==> config.mk <==
export PLATFORM = sky130hd
export DESIGN_NAME = wb_arbiter
export DESIGN_NICKNAME = d
export VERILOG_FILES = /design/src/rtl/wb_arbiter_pkg.sv /design/src/rtl/wb_prio_fsm.sv /design/src/rtl/wb_arbiter.sv
export SDC_FILE = /design/constraint.sdc
export NUM_CORES = 1
export LEC_CHECK = 0
export CAP_MARGIN = 20
export CORE_UTILIZATION = 41
export DETAILED_ROUTE_END_ITERATION = 10
export GPL_TIMING_DRIVEN = 1
export PLACE_DENSITY = 0.94
export SKIP_CTS_REPAIR_TIMING = 1
export SLEW_MARGIN = 20
export SYNTH_ARGS = -nofsm -noshare
export SYNTH_HDL_FRONTEND = slang
export SYNTH_SLANG_ARGS = --single-unit
==> constraint.sdc <==
create_clock -name clk -period 4.6 [get_ports clk]
set_input_delay 0.92 -clock clk [delete_from_list [all_inputs] [get_ports clk]]
set_output_delay 0.92 -clock clk [all_outputs]
set_load 0.03 [all_outputs]
==> src/rtl/wb_arbiter_pkg.sv <==
// wb_arbiter_pkg: shared definitions for the register-file writeback arbiter.
//   prio_state_e   - priority state encoding (PRI_LSU / PRI_ALU)
//   REG_AW         - register-address width
//   STARVE_MAX_DEF - default consecutive-ALU-loss limit before a forced ALU grant
package wb_arbiter_pkg;

    localparam int unsigned REG_AW         = 5;
    localparam int unsigned STARVE_MAX_DEF = 4;

    typedef enum logic {
        PRI_LSU = 1'b0,
        PRI_ALU = 1'b1
    } prio_state_e;

endpackage : wb_arbiter_pkg

==> src/rtl/wb_prio_fsm.sv <==
// wb_prio_fsm: ALU starvation counter and writeback priority state machine.
// Ports:
//   clk, rst    - clock, asynchronous active-high reset
//   alu_req     - ALU presents a valid request with rd != 0
//   lsu_req     - LSU presents a valid request with rd != 0
//   alu_grant   - ALU request granted this cycle
//   alu_pri     - 1 when the ALU wins a collision (state PRI_ALU)
//   starve_cnt  - consecutive ALU losses, saturating at STARVE_MAX
module wb_prio_fsm
    import wb_arbiter_pkg::*;
#(
    parameter int unsigned STARVE_MAX = STARVE_MAX_DEF
) (
    input  logic       clk,
    input  logic       rst,
    input  logic       alu_req,
    input  logic       lsu_req,
    input  logic       alu_grant,
    output logic       alu_pri,
    output logic [3:0] starve_cnt
);

    localparam logic [3:0] CNT_MAX = 4'(STARVE_MAX);

    prio_state_e state_q, state_d;
    logic [3:0]  cnt_q, cnt_d;
    logic        alu_lose;

    // The ALU only loses when both channels compete for a real register.
    assign alu_lose = alu_req && lsu_req && !alu_grant;

    // Next state and next count.
    always_comb begin
        state_d = state_q;
        cnt_d   = cnt_q;

        // An absent ALU request (no valid, or an x0 write that completes
        // immediately) ends the losing streak, as does any ALU grant.
        if (!alu_req || alu_grant) begin
            cnt_d = 4'd0;
        end else if (alu_lose && (cnt_q != CNT_MAX)) begin
            cnt_d = 4'(cnt_q + 4'd1);
        end

        case (state_q)
            // Flip in the same edge that the count reaches the limit, so the
            // ALU wins the very next cycle.
            PRI_LSU: if (cnt_d == CNT_MAX) state_d = PRI_ALU;
            // Held until exactly one ALU grant, regardless of alu_valid.
            PRI_ALU: if (alu_grant) state_d = PRI_LSU;
            default: state_d = PRI_LSU;
        endcase
    end

    // State and counter registers.
    always_ff @(posedge clk or posedge rst) begin
        if (rst) begin
            state_q <= PRI_LSU;
            cnt_q   <= 4'd0;
        end else begin
            state_q <= state_d;
            cnt_q   <= cnt_d;
        end
    end

    assign alu_pri    = (state_q == PRI_ALU);
    assign starve_cnt = cnt_q;

endmodule : wb_prio_fsm

==> src/rtl/wb_arbiter.sv <==
// wb_arbiter: arbitrates ALU and LSU writeback requests onto one register-file
// write port, with starvation protection for the ALU.
// Ports:
//   clk, rst                          - clock, asynchronous active-high reset
//   alu_valid/ready/rd/data           - ALU writeback channel
//   lsu_valid/ready/rd/data           - load-unit writeback channel
//   rf_we, rf_wa, rf_wd               - registered register-file write port
//   starve_cnt                        - consecutive ALU losses (debug)
// Optional (macro WB_ARBITER_BYPASS_EN):
//   byp_ra1/2 -> byp_hit1/2, byp_rd1/2 - combinational forward of the write
//                                         currently being committed
module wb_arbiter
    import wb_arbiter_pkg::*;
#(
    parameter int unsigned DWIDTH     = 32,
    parameter int unsigned STARVE_MAX = STARVE_MAX_DEF
) (
    input  logic              clk,
    input  logic              rst,
    input  logic              alu_valid,
    output logic              alu_ready,
    input  logic [REG_AW-1:0] alu_rd,
    input  logic [DWIDTH-1:0] alu_data,
    input  logic              lsu_valid,
    output logic              lsu_ready,
    input  logic [REG_AW-1:0] lsu_rd,
    input  logic [DWIDTH-1:0] lsu_data,
    output logic              rf_we,
    output logic [REG_AW-1:0] rf_wa,
    output logic [DWIDTH-1:0] rf_wd,
`ifdef WB_ARBITER_BYPASS_EN
    input  logic [REG_AW-1:0] byp_ra1,
    input  logic [REG_AW-1:0] byp_ra2,
    output logic [DWIDTH-1:0] byp_rd1,
    output logic [DWIDTH-1:0] byp_rd2,
    output logic              byp_hit1,
    output logic              byp_hit2,
`endif
    output logic [3:0]        starve_cnt
);

    logic alu_req, lsu_req;
    logic alu_grant, lsu_grant;
    logic alu_pri;

    // Only requests targeting a real register compete; rst masks everything.
    assign alu_req = !rst && alu_valid && (alu_rd != '0);
    assign lsu_req = !rst && lsu_valid && (lsu_rd != '0);

    assign alu_grant = alu_req && (alu_pri || !lsu_req);
    assign lsu_grant = lsu_req && (!alu_pri || !alu_req);

    // x0 writes are accepted and discarded without touching the write port.
    assign alu_ready = !rst && alu_valid && ((alu_rd == '0) || alu_grant);
    assign lsu_ready = !rst && lsu_valid && ((lsu_rd == '0) || lsu_grant);

    wb_prio_fsm #(
        .STARVE_MAX (STARVE_MAX)
    ) u_prio_fsm (
        .clk        (clk),
        .rst        (rst),
        .alu_req    (alu_req),
        .lsu_req    (lsu_req),
        .alu_grant  (alu_grant),
        .alu_pri    (alu_pri),
        .starve_cnt (starve_cnt)
    );

    // Register-file write port; address/data hold when nothing is granted.
    always_ff @(posedge clk or posedge rst) begin
        if (rst) begin
            rf_we <= 1'b0;
            rf_wa <= '0;
            rf_wd <= '0;
        end else begin
            rf_we <= alu_grant || lsu_grant;
            if (alu_grant) begin
                rf_wa <= alu_rd;
                rf_wd <= alu_data;
            end else if (lsu_grant) begin
                rf_wa <= lsu_rd;
                rf_wd <= lsu_data;
            end
        end
    end

`ifdef WB_ARBITER_BYPASS_EN
    // Forward the value being committed this cycle to readers of the same reg.
    assign byp_hit1 = rf_we && (rf_wa != '0) && (rf_wa == byp_ra1);
    assign byp_hit2 = rf_we && (rf_wa != '0) && (rf_wa == byp_ra2);
    assign byp_rd1  = byp_hit1 ? rf_wd : '0;
    assign byp_rd2  = byp_hit2 ? rf_wd : '0;
`endif

endmodule : wb_arbiter

==> run metrics, run 1 <==
core area=0.00488 sq mm; fraction of the mapped netlist area in simple logic gates=0.190; post-synthesis sequential area ratio=0.502; peak supply drop=172 uV; DRT iter0 DRCs=85; critical path fanouts, max=3; worst path required time=3.68 ns; largest net degree at the start of global routing=46; max cap viols=0; CP arrival=2.96 ns; ranking of synthesized cells by area=dfrtp_1 50%, a221o_1 17%, nor3b_1 11%, buf_6 3.2%, and3_1 1.5%; RSZ-0062 raised after global routing=no; setup TNS=0 ns; layout cells sized above 1=0.0572; area of the multi-input gates=941 sq um; Reg area=0.00108 sq mm; Max Slew Vio Count=0; fmax=258 MHz; Setup WS post-layout=0.719 ns; I/O pin cnt=122; Mapped Nets=257; Nets=377; count of final hold-check violations=0; Async S/R FF share, synth=1.00; Pwr Density=311 mW/mm^2; Worst-Margin Slew=0.697 ns; Distinct cells, synth=35; drt pass-1 iters=4; GPL Wtd Cong=0.770; top routing layer in use=met4; most common cell after layout, fill and taps aside=clkdlybuf4s50_1; post-synthesis compound-gate area fraction=0.227; Num Clock Sinks=43; Tcrit/Tclk final=0.844; Routed Wire Length=6410 um; Critical Path End Type=output pin; metal2 WL=3160 um; Util after Layout=0.712; global-route wire length before repair=9740 um; synthesized flop and latch total=43; Post-synth EDFFs=0; Main synth FF type=dfrtp_1; post-synthesis mux area share=0.00467; initial core utilization=0.439; post-DP HPWL=4680 um; met3 WL=535 um; yosys warns=0; M1 WL=2610 um; Post-route DRC=0; area leader, netlist=dfrtp_1; die area=0.00552 sq mm; WS Path Type=in2out; minimum clock period=3.88 ns; CTS clk-pin slew, worst paths=0.07 ns; synthesized area=0.00214 sq mm; overall power=0.00108 W; P&R area growth vs syn=62.2%; Longest Clk Path Bufs=2; CTS root buf=clkbuf_8; Via Count=2,029; Tot GR Track Use=0.237; Post-Synth XOR/XNOR Area=0.00409; Die Y=74.3 um; initial antenna violation count=0; pre-CTS setup slack=0.740 ns; area share of the largest cell type after synthesis=0.502; Vias/cell=5.57; I/O Buffers=121; Syn Area/Cell=12.1 sq um; CTS tree=yes; most frequent cells in the layout=121 x clkdlybuf4s50_1, 43 x dfrtp_1, 37 x a221o_1; largest family of logic cells by synthesized area=compound AO/OA/AOI/OAI gates; # setup viols final=0; clock latency on the worst-skew pair=0.29 ns; H-tree depth=2; Cells after Synth=177; fillers=377; worst hold path class=reg2reg; Max transition margin=0.535; die width=74.3 um; Leak=1.39 nW; Startpoint Class=primary input; Antenna Cells=0; clock skew=0.00475 ns; status=complete, no violations; vias in the first global route=1,971; post-route antenna net violation count=0; DR WL/cell=17.6 um; CTS buffer count=5; Cell Rows=25; total gr overflow=0; Synth Area in Adders=0.0117
-- power breakdown --
group          leakage (nW)  internal, W  switching [W]
registers             0.544     0.000422      0.0000259
clock network        0.0513     0.000159       0.000117
logic                 0.797     0.000182       0.000173
total                  1.39     0.000764       0.000317
-- synth_stat cells (2+ instances only) --
| cell type | n |
|---|---|
| dfrtp_1 | 43 |
| a221o_1 | 37 |
| nor3b_1 | 32 |
| buf_6 | 6 |
| and3_1 | 5 |
| buf_4 | 4 |
| inv_1 | 4 |
| nor2_1 | 4 |
| clkbuf_1 | 3 |
| nand3_1 | 3 |
| nor3_1 | 3 |
| nor4_1 | 3 |
| o21a_1 | 3 |
| a21oi_1 | 2 |
| a32o_1 | 2 |
| ha_1 | 2 |
| nand2_1 | 2 |
| nand2b_1 | 2 |
-- path summary, 6_finish.rpt --
kind | start | end | slack, ns | cells past startpoint
worst max-delay path | lsu_rd[2] | alu_ready | 0.72 | 5
worst min-delay path | rf_wa[4] | rf_wa[4] | 0.52 | 1
worst max register to register | u_prio_fsm.alu_pri | rf_wd[30] | 2.59 | 5
worst min register to register | rf_wa[4] | rf_wa[4] | 0.52 | 1
max in group asynchronous | rst | rf_wa[4] | 3.05 | 3
min in group asynchronous | rst | rf_wd[12] | 1.17 | 3
-- flip-flops by register name (all words and copies together) (netlist names) --
| signal | cells |
|---|---|
| rf_wd | 32 |
| rf_wa | 5 |
| u_prio_fsm.starve_cnt | 4 |
| rf_we | 1 |
| u_prio_fsm.alu_pri | 1 |
-- logic make-up after synthesis --
kind of cell,count (synthesis)
simple gates,61
compound gates,51
flops,43
buf+inv,18
fa+ha+maj,2
xor+xnor,1
mux,1
-- area by class of cell --
type | count | share of cell area
timing repair buffer | 127 | 0.362
sequential | 43 | 0.310
multi-input combinational | 116 | 0.271
tap | 67 | 0.0241
clock buffer | 6 | 0.0209
clock inverter | 1 | 0.00864
inverter | 4 | 0.00432
-- worst max-delay path, stage by stage --
cell	delay, ns
clkdlybuf4s50_1	0.44
or4_4	0.55
nor2_1	0.18
o311a_1	0.19
clkdlybuf4s50_1	0.69
-- through the flow --
| stage | hold slack [ns] | std cells | area [sq um] |
|---|---|---|---|
| 2_1_floorplan | 0.504 | 177 | 2140 |
| 3_5_place_dp | 0.497 | 357 | 3370 |
| 3_3_place_gp | 0.494 | 357 | 3370 |
| 6_report | 0.515 | 364 | 3470 |
| 5_1_grt | 0.527 | 364 | 3470 |
| 4_1_cts | 0.519 | 364 | 3470 |
-- routing by layer --
metal,up-vias,global-route usage
met2,88,0.397
li1,953,-
met3,12,0.0854
met4,0,0.0776
met5,-,0
met1,976,0.285
(Power assumes the default switching activity.)
==> inputs of run 2 (changes only) <==
--- a/config.mk
+++ b/config.mk
@@ -6,10 +6,10 @@
 export NUM_CORES = 1
 export LEC_CHECK = 0
 export CAP_MARGIN = 20
-export CORE_UTILIZATION = 41
+export CORE_UTILIZATION = 38
 export DETAILED_ROUTE_END_ITERATION = 10
 export GPL_TIMING_DRIVEN = 1
-export PLACE_DENSITY = 0.94
+export PLACE_DENSITY = 0.89
 export SKIP_CTS_REPAIR_TIMING = 1
 export SLEW_MARGIN = 20
 export SYNTH_ARGS = -nofsm -noshare
==> constraint.sdc (replaced) <==
create_clock -name clk -period 4.1 [get_ports clk]
set_input_delay 0.82 -clock clk [delete_from_list [all_inputs] [get_ports clk]]
set_output_delay 0.82 -clock clk [all_outputs]
set_load 0.03 [all_outputs]
==> run 2 against run 1 <==
Compared with the run above: global-route usage is 2.7 points lower; hold slack better by 0.00055 ns; die area is 7.7% higher; non-clock buffer count stayed put; sequential power is 12% higher; sequential share of layout area is 0.12 points lower; setup slack worse by 0.33 ns; via count is 0.79% lower; design area is 0.40% higher; largest cell class unchanged.
==> run metrics, run 2 (same netlist as run 1, synthesis figures left out) <==
M1 WL=2740 um; Startpoint Class=primary input; Tot GR Track Use=0.210; CTS buffer count=5; clock skew=0.00914 ns; worst hold path class=reg2reg; Max transition margin=0.632; critical path fanouts, max=3; Antenna Cells=0; P&R area growth vs syn=62.9%; Critical Path End Type=output pin; overall power=0.00123 W; max cap viols=0; I/O pin cnt=122; H-tree depth=2; die area=0.00594 sq mm; worst path required time=3.28 ns; met3 WL=440 um; peak supply drop=220 uV; Worst path slowest cell=clkdlybuf4s50_1; GPL Wtd Cong=0.721; setup TNS=0 ns; Routed Wire Length=6280 um; Util after Layout=0.662; Cell Rows=26; RSZ-0062 raised after global routing=no; # setup viols final=0; CP arrival=2.89 ns; status=complete, no violations; I/O Buffers=121; initial antenna violation count=0; post-DP HPWL=4520 um; Nets=377; most common cell after layout, fill and taps aside=clkdlybuf4s50_1; max FFs per register=32; clock latency on the worst-skew pair=0.29 ns; post-route antenna net violation count=0; DRT iter0 DRCs=95; Longest Clk Path Bufs=2; Leak=1.40 nW; WS Path Type=in2out; CP dominant cell by count=clkdlybuf4s50_1; Pwr Density=352 mW/mm^2; Max stage delay on crit path=0.70 ns; drt pass-1 iters=4; family with the most delay on the worst path=buffers and inverters; largest net degree at the start of global routing=46; Tcrit/Tclk final=0.905; CTS clk-pin slew, worst paths=0.08 ns; CTS tree=yes; global-route wire length before repair=9970 um; Die Y=77.1 um; CTS root buf=clkbuf_8; WP buf/inv=2; Via Count=2,013; pre-CTS setup slack=0.395 ns; Max Slew Vio Count=0; initial core utilization=0.406; Num Clock Sinks=43; total gr overflow=0; DR WL/cell=17.1 um; layout cells sized above 1=0.0638; die width=77.1 um; Setup WS post-layout=0.389 ns; core area=0.00527 sq mm; vias in the first global route=2,041; count of final hold-check violations=0; cell breakdown of the critical path=clkdlybuf4s50_1 > or4_4 > nor2_1 > o311a_1 > clkdlybuf4s50_1; Worst-Margin Slew=0.552 ns; Vias/cell=5.47; fmax=269 MHz; top routing layer in use=met4; metal2 WL=3010 um; minimum clock period=3.71 ns; largest register by flop count=rf_wd; most frequent cells in the layout=121 x clkdlybuf4s50_1, 43 x dfrtp_1, 37 x a221o_1; Post-route DRC=0
[run 2: stage by stage]
stage / area [sq um] / cells / hold WS [ns]
after detailed placement: 3380 / 360 / 0.498
after CTS: 3490 / 368 / 0.521
after global routing: 3490 / 368 / 0.537
after global placement: 3380 / 360 / 0.495
final: 3490 / 368 / 0.516
after floorplan: 2140 / 177 / 0.504
[run 2: final timing paths]
check	cells after the start	to	from	slack, ns
max in group asynchronous	3	rf_wa[4]	rst	2.67
setup reg to reg	4	rf_wd[20]	u_prio_fsm.alu_pri	2.37
hold / removal	1	rf_wd[19]	rf_wd[19]	0.52
hold reg to reg	1	rf_wd[19]	rf_wd[19]	0.52
min in group asynchronous	3	rf_wd[3]	rst	1.05
setup / recovery	5	alu_ready	lsu_rd[1]	0.39
[run 2: metal layers]
layer | vias to the layer above | track usage
li1 | 949 | -
met1 | 970 | 0.268
met2 | 85 | 0.353
met3 | 9 | 0.0536
met4 | 0 | 0.0566
met5 | - | 0
[run 2: final cells by class]
class / count / area (sq um)
clock inverters: 3 / 43.8
flip-flops and latches: 43 / 1080
fillers: 439 / 1780
inverters: 4 / 15.0
multi-input cells: 116 / 941
well taps: 70 / 87.6
clock buffers: 5 / 68.8
repair buffers: 127 / 1260
[run 2: report_power, final]
group | total [W] | switching, W | internal, W
Clock | 0.000328 | 0.000146 | 0.000181
Sequential | 0.000503 | 0.0000292 | 0.000474
Combinational | 0.000397 | 0.000192 | 0.000204
Total | 0.00123 | 0.000368 | 0.000859
==> inputs of run 3 (changes only) <==
--- a/config.mk
+++ b/config.mk
@@ -6,12 +6,14 @@
 export NUM_CORES = 1
 export LEC_CHECK = 0
 export CAP_MARGIN = 20
-export CORE_UTILIZATION = 38
+export CORE_UTILIZATION = 35
 export DETAILED_ROUTE_END_ITERATION = 10
 export GPL_TIMING_DRIVEN = 1
-export PLACE_DENSITY = 0.89
+export PLACE_DENSITY = 0.86
+export SETUP_SLACK_MARGIN = 0.3
 export SKIP_CTS_REPAIR_TIMING = 1
 export SLEW_MARGIN = 20
 export SYNTH_ARGS = -nofsm -noshare
 export SYNTH_HDL_FRONTEND = slang
 export SYNTH_SLANG_ARGS = --single-unit
+export TNS_END_PERCENT = 50
==> constraint.sdc (replaced) <==
create_clock -name clk -period 3.4 [get_ports clk]
set_input_delay 0.68 -clock clk [delete_from_list [all_inputs] [get_ports clk]]
set_output_delay 0.68 -clock clk [all_outputs]
set_load 0.03 [all_outputs]
==> run 3 against run 2 <==
Compared with the run above: design area is 1.5% higher; sequential power is 20% higher; combinational power is 23% higher; count of clock-buffer cells in the layout is 1 higher; clock power is 26% higher; total power is 23% higher; setup slack better by 0.062 ns; utilization is 6.4 points lower; critical path type unchanged; cell count is 1.6% higher; first-iteration DRC count is 4.2% higher; largest cell class unchanged; sequential cell count stayed put; highest routed layer unchanged.
==> run metrics, run 3 (same netlist as run 1, synthesis figures left out) <==
Startpoint Class=primary input; critical path fanouts, max=3; H-tree depth=2; switching share of power=0.296; die width=80.2 um; post-DP HPWL=4750 um; worst-case hold slack=0.513 ns; post-placement cell area=0.00342 sq mm; # setup viols final=0; status=complete, no violations; Nets=378; Routed Wire Length=6450 um; total gr overflow=0; drt pass-1 iters=4; most common cell after layout, fill and taps aside=clkdlybuf4s50_1; combinational power share=0.323; initial core utilization=0.362; P&R area growth vs syn=65.2%; WS Path Type=in2out; Critical Path End Type=output pin; fin cells=374; peak supply drop=251 uV; Tcrit/Tclk final=0.867; CTS tree=yes; Cell Rows=28; Max stage delay on crit path=0.57 ns; Max transition margin=0.644; CTS buffer count=5; fmax=339 MHz; fillers=508; Die Y=80.2 um; R2R Path Start=u_prio_fsm.alu_pri; Vias/cell=5.39; clock skew=0.00469 ns; post-route antenna net violation count=0; minimum clock period=2.95 ns; Clk network pwr share=0.275; Max Slew Vio Count=0; GPL Wtd Cong=0.752; Num Clock Sinks=43; placed cells=366; largest net degree at the start of global routing=31; RSZ-0062 raised after global routing=no; vias in the first global route=2,057; I/O pin cnt=122; DR WL/cell=17.2 um; largest register by flop count=rf_wd; most frequent cells in the layout=119 x clkdlybuf4s50_1, 43 x dfrtp_1, 37 x a221o_1; core area=0.00592 sq mm; Antenna Cells=0; worst hold path class=reg2reg; I/O Buffers=121; worst path required time=2.72 ns; max cap viols=0; CTS clk-pin slew, worst paths=0.08 ns; count of final hold-check violations=0; Post-route DRC=0; Reg power frac=0.402; Via Count=2,014; CP arrival=2.27 ns; clock latency on the worst-skew pair=0.29 ns; cell breakdown of the critical path=clkdlybuf4s50_1 > or4_4 > nor2_1 > o311a_1 > buf_12; Internal=0.00106 W; layout cells sized above 1=0.0736; setup TNS=0 ns; Worst-Margin Slew=0.534 ns; crit path from=lsu_rd[1]; initial antenna violation count=0; Pwr Density=425 mW/mm^2; Tot GR Track Use=0.205; max FFs per register=32; global-route wire length before repair=10,100 um; DRT iter0 DRCs=99; Longest Clk Path Bufs=2; Min-Delay Startpoint=rf_wa[2]; Leak=1.42 nW; Worst path slowest cell=or4_4; Sw Pwr=0.000446 W; post-route cell area=0.00354 sq mm; CTS root buf=clkbuf_8; die area=0.00644 sq mm
## run 3: cell count changes in the layout (fill, tap and decap cells not counted)
| cell | before | now |
|---|---|---|
| buf_12 | 0 | 3 |
| clkbuf_8 | 5 | 6 |
| clkdlybuf4s50_1 | 121 | 119 |
| clkinv_4 | 1 | 0 |
## run 3: worst paths after layout
check                             to  slack [ns]  depth (start not counted)
max                        alu_ready        0.45                          5
max in group asynchronous  rf_wd[20]        1.94                          3
max reg2reg                rf_wd[12]        1.51                          5
min in group asynchronous   rf_wd[9]        0.76                          2
min                         rf_wa[2]        0.51                          1
min reg2reg                 rf_wa[2]        0.51                          1
## run 3: metrics by stage
stage                     worst slack, ns  power, W  utilization
after global placement              0.481   0.00109        0.578
after detailed placement            0.468   0.00110        0.578
final                               0.451   0.00151        0.598
after global routing                0.384   0.00157        0.598
after CTS                           0.463   0.00152        0.598
after floorplan                     0.586  0.000857            -
## run 3: metal layers
metal,vias to the layer above,share of wire,global-route usage
met5,-,0,0
met4,0,0.020,0.0679
met3,13,0.069,0.0511
met2,89,0.48,0.336
met1,962,0.43,0.263
li1,950,-,-
## run 3: layout make-up
| type | count | area (sq um) | share of cell area |
|---|---|---|---|
| inverter | 4 | 15.0 | 0.00424 |
| clock inverter | 2 | 35.0 | 0.00990 |
| sequential | 43 | 1080 | 0.304 |
| multi-input combinational | 116 | 941 | 0.266 |
| timing repair buffer | 128 | 1300 | 0.366 |
| tap | 75 | 93.8 | 0.0265 |
| clock buffer | 6 | 82.6 | 0.0233 |
## run 3: power by group through the flow
stage	sequential (W)	combinational [W]	clock, W
after global placement	0.000612	0.000481	0
final	0.000605	0.000487	0.000414
after detailed placement	0.000614	0.000488	0
after CTS	0.000605	0.000490	0.000421
after floorplan	0.000735	0.000122	0
after global routing	0.000613	0.000514	0.000445
## run 3: worst max-delay path: cells and delay by family
kind | cells | cell delay, ns
AO/OA/AOI/OAI | 1 | 0.24
buffers and inverters | 2 | 0.56
AND/OR/NAND/NOR | 2 | 0.78
